===== src/rtl/sgd_rd_scheduler_if.sv =====
// Read request/response channel between the SGD read scheduler and external memory.
// The scheduler drives requests; the memory/dispatch side drives the handshakes.
interface sgd_rd_scheduler_if;
  logic [63:0] um_tx_rd_addr;
  logic [7:0]  um_tx_rd_tag;
  logic        um_tx_rd_valid;
  logic        um_tx_rd_ready;
  logic        um_rx_rd_valid;
  logic        um_rx_rd_ready;

  modport master (
    output um_tx_rd_addr, um_tx_rd_tag, um_tx_rd_valid,
    input  um_tx_rd_ready, um_rx_rd_valid, um_rx_rd_ready
  );

  modport slave (
    input  um_tx_rd_addr, um_tx_rd_tag, um_tx_rd_valid,
    output um_tx_rd_ready, um_rx_rd_valid, um_rx_rd_ready
  );
endinterface


===== src/rtl/sgd_rd_scheduler.sv =====
// Issues tagged external-memory reads for the SGD A/B dispatch stage: per batch A_LINES A lines
// then one B line, over all batches and epochs, with a bound on in-flight reads.
module sgd_rd_scheduler #(
  parameter int unsigned MAX_OUTSTANDING = 64,
  parameter int unsigned LINE_BYTES      = 64,
  parameter logic [7:0]  MEM_RD_A_TAG    = 8'h01,
  parameter logic [7:0]  MEM_RD_B_TAG    = 8'h02
) (
  input  logic                      clk,
  input  logic                      rst_n,
  input  logic                      started,
  input  logic [63:0]               addr_a,
  input  logic [63:0]               addr_b,
  input  logic [31:0]               num_batches,
  input  logic [15:0]               a_lines_per_batch,
  input  logic [31:0]               num_epochs,
  sgd_rd_scheduler_if.master        rd,
  input  logic                      dispatch_almost_full,
  output logic                      sched_done,
  output logic [31:0]               state_counters_sched
);

  typedef enum logic [2:0] {IDLE, ISSUE_A, ISSUE_B, DRAIN, DONE} state_t;

  state_t      state_reg, state_next;
  logic        started_r;
  logic [63:0] cfg_addr_a_reg, cfg_addr_b_reg;
  logic [31:0] cfg_batches_reg, cfg_epochs_reg;
  logic [15:0] cfg_a_lines_reg;
  logic [63:0] cur_a_reg, cur_a_next, cur_b_reg, cur_b_next;
  logic [15:0] a_cnt_reg, a_cnt_next;
  logic [31:0] batch_reg, batch_next, epoch_reg, epoch_next;
  logic [7:0]  outstanding_reg;
  logic        valid_reg, valid_next;
  logic        capture, accept, retire, hold, eligible;

  assign capture = (state_reg == IDLE) && started_r;
  assign accept  = valid_reg & rd.um_tx_rd_ready;
  assign retire  = rd.um_rx_rd_valid & rd.um_rx_rd_ready;
  assign hold    = valid_reg & ~rd.um_tx_rd_ready;
  // A presented request counts as in flight so a back-to-back issue cannot overshoot the bound.
  assign eligible = (({1'b0, outstanding_reg} + {8'd0, valid_reg}) < 9'(MAX_OUTSTANDING))
                    && !dispatch_almost_full;

  always_comb begin
    state_next = state_reg;
    cur_a_next = cur_a_reg;
    cur_b_next = cur_b_reg;
    a_cnt_next = a_cnt_reg;
    batch_next = batch_reg;
    epoch_next = epoch_reg;
    valid_next = 1'b0;
    case (state_reg)
      IDLE: begin
        if (started_r) begin
          cur_a_next = addr_a;
          cur_b_next = addr_b;
          a_cnt_next = 16'd0;
          batch_next = 32'd0;
          epoch_next = 32'd0;
          if (num_batches == 32'd0 || a_lines_per_batch == 16'd0 || num_epochs == 32'd0)
            state_next = DONE;
          else
            state_next = ISSUE_A;
        end
      end
      ISSUE_A: begin
        if (accept) begin
          cur_a_next = cur_a_reg + 64'(LINE_BYTES);
          if (a_cnt_reg == cfg_a_lines_reg - 16'd1) begin
            a_cnt_next = 16'd0;
            state_next = ISSUE_B;
          end else begin
            a_cnt_next = a_cnt_reg + 16'd1;
          end
        end
      end
      ISSUE_B: begin
        if (accept) begin
          cur_b_next = cur_b_reg + 64'(LINE_BYTES);
          if (batch_reg == cfg_batches_reg - 32'd1) begin
            batch_next = 32'd0;
            epoch_next = epoch_reg + 32'd1;
            cur_a_next = cfg_addr_a_reg;
            cur_b_next = cfg_addr_b_reg;
            state_next = (epoch_reg == cfg_epochs_reg - 32'd1) ? DRAIN : ISSUE_A;
          end else begin
            batch_next = batch_reg + 32'd1;
            state_next = ISSUE_A;
          end
        end
      end
      DRAIN: begin
        if (outstanding_reg == 8'd0)
          state_next = DONE;
      end
      DONE: begin
        state_next = DONE;
      end
      default: begin
        state_next = IDLE;
      end
    endcase
    // Valid only rises from inside an issue state, so the first request lags ISSUE_A entry by a cycle.
    if ((state_reg == ISSUE_A || state_reg == ISSUE_B) &&
        (state_next == ISSUE_A || state_next == ISSUE_B))
      valid_next = hold | eligible;
  end

  always_ff @(posedge clk or negedge rst_n) begin
    if (!rst_n) begin
      state_reg            <= IDLE;
      started_r            <= 1'b0;
      cur_a_reg            <= 64'd0;
      cur_b_reg            <= 64'd0;
      a_cnt_reg            <= 16'd0;
      batch_reg            <= 32'd0;
      epoch_reg            <= 32'd0;
      valid_reg            <= 1'b0;
      outstanding_reg      <= 8'd0;
      state_counters_sched <= 32'd0;
    end else begin
      state_reg <= state_next;
      cur_a_reg <= cur_a_next;
      cur_b_reg <= cur_b_next;
      a_cnt_reg <= a_cnt_next;
      batch_reg <= batch_next;
      epoch_reg <= epoch_next;
      valid_reg <= valid_next;
      if (started)
        started_r <= 1'b1;
      if (accept && !retire)
        outstanding_reg <= outstanding_reg + 8'd1;
      else if (!accept && retire && outstanding_reg != 8'd0)
        outstanding_reg <= outstanding_reg - 8'd1;
      if (hold)
        state_counters_sched <= state_counters_sched + 32'd1;
    end
  end

  always_ff @(posedge clk or negedge rst_n) begin
    if (!rst_n) begin
      cfg_addr_a_reg  <= 64'd0;
      cfg_addr_b_reg  <= 64'd0;
      cfg_batches_reg <= 32'd0;
      cfg_epochs_reg  <= 32'd0;
      cfg_a_lines_reg <= 16'd0;
    end else if (capture) begin
      cfg_addr_a_reg  <= addr_a;
      cfg_addr_b_reg  <= addr_b;
      cfg_batches_reg <= num_batches;
      cfg_epochs_reg  <= num_epochs;
      cfg_a_lines_reg <= a_lines_per_batch;
    end
  end

  assign rd.um_tx_rd_valid = valid_reg;
  assign rd.um_tx_rd_addr  = valid_reg ? ((state_reg == ISSUE_B) ? cur_b_reg : cur_a_reg) : 64'd0;
  assign rd.um_tx_rd_tag   = valid_reg ? ((state_reg == ISSUE_B) ? MEM_RD_B_TAG : MEM_RD_A_TAG) : 8'd0;
  assign sched_done        = (state_reg == DONE);

endmodule


===== src/flat_wrapper.sv =====
// flat-port wrapper written by rule: the top's interface ports become plain ports
module sgd_rd_scheduler_flat 
#(
  parameter int unsigned MAX_OUTSTANDING = 64,
  parameter int unsigned LINE_BYTES      = 64,
  parameter logic [7:0]  MEM_RD_A_TAG    = 8'h01,
  parameter logic [7:0]  MEM_RD_B_TAG    = 8'h02
)
  (clk, rst_n, started, addr_a, addr_b, num_batches, a_lines_per_batch, num_epochs, dispatch_almost_full, sched_done, state_counters_sched, rd_um_tx_rd_addr, rd_um_tx_rd_tag, rd_um_tx_rd_valid, rd_um_tx_rd_ready, rd_um_rx_rd_valid, rd_um_rx_rd_ready);
  sgd_rd_scheduler_if rd_i ();
  input  logic clk;
  input  logic rst_n;
  input  logic started;
  input  logic [63:0] addr_a;
  input  logic [63:0] addr_b;
  input  logic [31:0] num_batches;
  input  logic [15:0] a_lines_per_batch;
  input  logic [31:0] num_epochs;
  input  logic dispatch_almost_full;
  output logic sched_done;
  output logic [31:0] state_counters_sched;
  output wire logic [$bits(rd_i.um_tx_rd_addr)-1:0] rd_um_tx_rd_addr;
  output wire logic [$bits(rd_i.um_tx_rd_tag)-1:0] rd_um_tx_rd_tag;
  output wire logic [$bits(rd_i.um_tx_rd_valid)-1:0] rd_um_tx_rd_valid;
  input wire logic [$bits(rd_i.um_tx_rd_ready)-1:0] rd_um_tx_rd_ready;
  input wire logic [$bits(rd_i.um_rx_rd_valid)-1:0] rd_um_rx_rd_valid;
  input wire logic [$bits(rd_i.um_rx_rd_ready)-1:0] rd_um_rx_rd_ready;
  assign rd_um_tx_rd_addr = rd_i.um_tx_rd_addr;
  assign rd_um_tx_rd_tag = rd_i.um_tx_rd_tag;
  assign rd_um_tx_rd_valid = rd_i.um_tx_rd_valid;
  assign rd_i.um_tx_rd_ready = rd_um_tx_rd_ready;
  assign rd_i.um_rx_rd_valid = rd_um_rx_rd_valid;
  assign rd_i.um_rx_rd_ready = rd_um_rx_rd_ready;
  sgd_rd_scheduler #(.MAX_OUTSTANDING(MAX_OUTSTANDING), .LINE_BYTES(LINE_BYTES), .MEM_RD_A_TAG(MEM_RD_A_TAG), .MEM_RD_B_TAG(MEM_RD_B_TAG)) u_core (.clk(clk), .rst_n(rst_n), .started(started), .addr_a(addr_a), .addr_b(addr_b), .num_batches(num_batches), .a_lines_per_batch(a_lines_per_batch), .num_epochs(num_epochs), .rd(rd_i), .dispatch_almost_full(dispatch_almost_full), .sched_done(sched_done), .state_counters_sched(state_counters_sched));
endmodule

===== config.mk =====
export PLATFORM = sky130hd
export DESIGN_NAME = sgd_rd_scheduler_flat
export DESIGN_NICKNAME = d
export VERILOG_FILES = /design/src/rtl/sgd_rd_scheduler_if.sv /design/src/rtl/sgd_rd_scheduler.sv /design/src/flat_wrapper.sv
export SDC_FILE = /design/constraint.sdc
export NUM_CORES = 1
export LEC_CHECK = 0
export CORE_MARGIN = 1.5
export CORE_UTILIZATION = 41
export CTS_CLUSTER_DIAMETER = 50
export DETAILED_ROUTE_END_ITERATION = 8
export PLACE_DENSITY_LB_ADDON = 0.1
export RECOVER_POWER = 50
export SYNTH_ARGS = -nofsm -noshare
export SYNTH_HDL_FRONTEND = slang
export SYNTH_SLANG_ARGS = --single-unit

===== constraint.sdc =====
create_clock -name clk -period 3.7 [get_ports clk]
set_input_delay 0.37 -clock clk [delete_from_list [all_inputs] [get_ports clk]]
set_output_delay 0.37 -clock clk [all_outputs]
set_load 0.01 [all_outputs]

==> run metrics <==
status complete, but fails checks; failing checks max-capacitance violations, max-slew violations, negative setup slack; CTS Buf Count 67; Initial Utilization 41.4%; Hold Crit Endpoint u_core.cfg_addr_a_reg[56]$_DFFE_PN0P_; CTS tree yes; initial antenna violation count 5; clock skew 0.0379 ns; core region area 64200 um^2; clk sink count 461; register bit total from synthesis 461; CP required 4.19 ns; I/O pins 321; hold wc startpoint addr_a[56]; Pre-Repair DR Iteration Count 5; RSZ-0062 raised after global routing true; post-route cell area 34200 um^2; area leader, netlist dfrtp_1; Max Clock Freq 0.243 GHz; largest net degree at the start of global routing 96; EDFF count, synth 0; Area contributors post-synth dfrtp_1 (43%), nand2_1 (14%), xnor2_1 (4.9%); DR iter-0 viols 2222; vias in the first global route 24800; DP Wirelength 66.0 mm; Post-Route WL 92.3 mm; max-cap violations 1; relative slew slack -36.9%; IO Port Bufs 314; Syn Inst Count 3245; clock buffer depth 3; full die area 66300 um^2; # H-tree levels 3; Hold Vio Cnt, Final 0; via count 25400; Slew @ Worst Pin 2.05 ns; ys async rst share 100%; synth-to-layout area growth 28.7%; die width 258 um; Setup crit end kind flop; CP max stage cell or4_4; vias per cell 5.67; sequential share of the synthesized area 43.4%; worst-path maximum fanout 12; post-synthesis cell type count 76; Worst-Skew Late Latency 0.61 ns; first-pass GRT wire length 144 mm; die outline height 258 um; Post-Place Cells 4359; Site Rows 93; maximum vdd drop 0.273 mV; placer congestion estimate 0.907; # nets final 3813; Post-DRT Antenna Nets 0; most frequent CP cell or4_4; Final Setup Violations 184; global route overflow 0; minimum clock period 4.12 ns; most used flip-flop cell after synthesis dfrtp_1; Cell Area, Synth 26600 um^2; Total GRT Usage 27.4%; Hold Crit Class in -> reg; worst reg2reg endpoint u_core.cur_a_reg[55]$_DFFE_PN0P_; number of standard cells in the layout, taps in and fillers out 4490; PwrDens 467 nW/um^2; worst r2r path cells 11; routed length per placed instance 20.6 um; fin crit share 111%; CP Data Arrival Time 4.61 ns; # DRC 0; FF-to-FF Start u_core.cfg_batches_reg[18]$_DFFE_PN0P_; Crit Path Category reg -> reg; placement-stage cell area 31500 um^2; startpoint types flop; worst setup margin -0.421 ns; Pins Over Slew Limit 77; CTS root buffer clkbuf_16; syn avg cell area 8.19 um^2; Lkg Pwr 0.0147 uW; critical path, cell by cell or4_4 > or4_4 > or3_4 > or3_4 > a211oi_2 > nand4_1 > or4_4 > o211a_1 > buf_12 > or4b_4 > a22o_1; Syn. warnings 0; Crit path largest cell delay 0.59 ns; Hold Path Cell Cnt 3; Yosys top cell area share 43.4%; R2R Setup Slk -0.42 ns; clk slew on worst S/H paths 0.05 ns; layout cells sized above 1 9.53%; commonest non-fill, non-tap cells in the layout nand2_1 (976), dfrtp_1 (459), clkdlybuf4s50_1 (313), nor2_1 (181), xnor2_1 (148); most common cell after layout, fill and taps aside nand2_1
==> per-layer routing <==
| metal | vias to the layer above | track usage, % | share of wire (%) |
|---|---|---|---|
| met2 | 834 | 40.9 | 44 |
| met4 | 0 | 8.58 | 2.7 |
| li1 | 11900 | - | - |
| met1 | 12500 | 40.2 | 47 |
| met5 | - | 0 | 0 |
| met3 | 134 | 4.85 | 6.3 |
==> final cells by class <==
cell class | count | area, um^2
Fill cell | 5951 | 30000
Multi-Input combinational cell | 2550 | 14600
Sequential cell | 461 | 11500
Timing Repair Buffer | 463 | 4560
Clock buffer | 85 | 1870
Tap cell | 855 | 1070
Clock inverter | 34 | 393
Inverter | 39 | 146
Antenna cell | 3 | 7.51
==> logic make-up after synthesis <==
logic type      count (synthesis)  synth area share (%)
simple gates                 1682                  28.2
compound gates                575                  15.0
flops                         461                  43.4
xor+xnor                      252                  8.31
buf+inv                       239                  3.52
mux                            18                 0.688
fa+ha+maj                      17                 0.820
other cells                     1                0.0141
==> where the power goes <==
group / total (uW) / internal, uW / switching [uW]
clock: 6540 / 4020 / 2510
sequential: 6230 / 5570 / 661
combinational: 3190 / 1540 / 1640
==> critical path: cells and delay by family (launching register included) <==
family,cells,cell delay [ns]
and+or+nand+nor,7,2.87
DFF,1,0.37
buffers and inverters,1,0.15
AOI/OAI and AO/OA,3,0.64
==> synth_stat cells, types with 7 or more instances <==
library cell,instances
nand2_1,979
or2_2,10
and4_1,8
a22o_1,18
clkbuf_1,169
nand2b_1,25
a21boi_0,64
o21ai_0,140
inv_1,39
and3_1,63
a211oi_1,23
nand4_1,50
a21o_1,9
xnor2_1,148
and2_1,14
o31ai_1,38
buf_1,18
nand4b_1,7
a221oi_1,27
or3_1,27
nor3_1,63
o22ai_1,15
a21oi_1,56
o21a_1,9
nor2b_1,16
a31oi_1,23
o211ai_1,46
nand3_1,134
nor4_1,48
dfrtp_1,461
a221o_1,20
xor2_1,104
nor2_1,187
a22oi_1,25
or4_1,28
a2111oi_0,8
mux2i_1,16
ha_1,15
==> worst max path at each step <==
stage	depth (start not counted)	startpoint	slack, ns	end
2_1_floorplan	12	u_core.cfg_batches_reg[15]$_DFFE_PN0P_	-0.32	u_core.cur_a_reg[32]$_DFFE_PN0P_
3_3_place_gp	11	u_core.cfg_batches_reg[18]$_DFFE_PN0P_	-0.44	u_core.epoch_reg[20]$_DFFE_PN0P_
3_5_place_dp	14	u_core.cfg_batches_reg[18]$_DFFE_PN0P_	-0.47	u_core.epoch_reg[28]$_DFFE_PN0P_
4_1_cts	11	u_core.cfg_batches_reg[18]$_DFFE_PN0P_	-0.36	u_core.cur_a_reg[32]$_DFFE_PN0P_
5_1_grt	11	u_core.cfg_batches_reg[15]$_DFFE_PN0P_	-0.52	u_core.cur_a_reg[32]$_DFFE_PN0P_
6_report	11	u_core.cfg_batches_reg[18]$_DFFE_PN0P_	-0.42	u_core.cur_a_reg[55]$_DFFE_PN0P_
==> metrics by stage <==
stage | hold WS, ns | worst slack [ns] | power [uW] | TNS, ns | utilization (%)
detailed placement | 0.414 | -0.469 | 9430 | -46.40 | 49.1
floorplan | 0.0744 | -0.319 | 7810 | -20.37 | -
global route | 0.325 | -0.517 | 16700 | -88.40 | 53.2
CTS | 0.293 | -0.362 | 16000 | -33.30 | 52.9
finish | 0.324 | -0.421 | 16000 | -41.11 | 53.2
global placement | 0.408 | -0.436 | 9350 | -40.10 | 49.1
==> repair_timing <==
item / in CTS / in global routing
setup endpoints to repair: 191 / 208
pin swaps: 10 / 7
resized for setup: 45 / 41
setup buffers: 2 / 3
endpoints found under the hold margin: 70 / 0
cloned: 1 / 2
hold buffers: 1 / 0
Note: power is estimated with default switching activity, not from simulation.
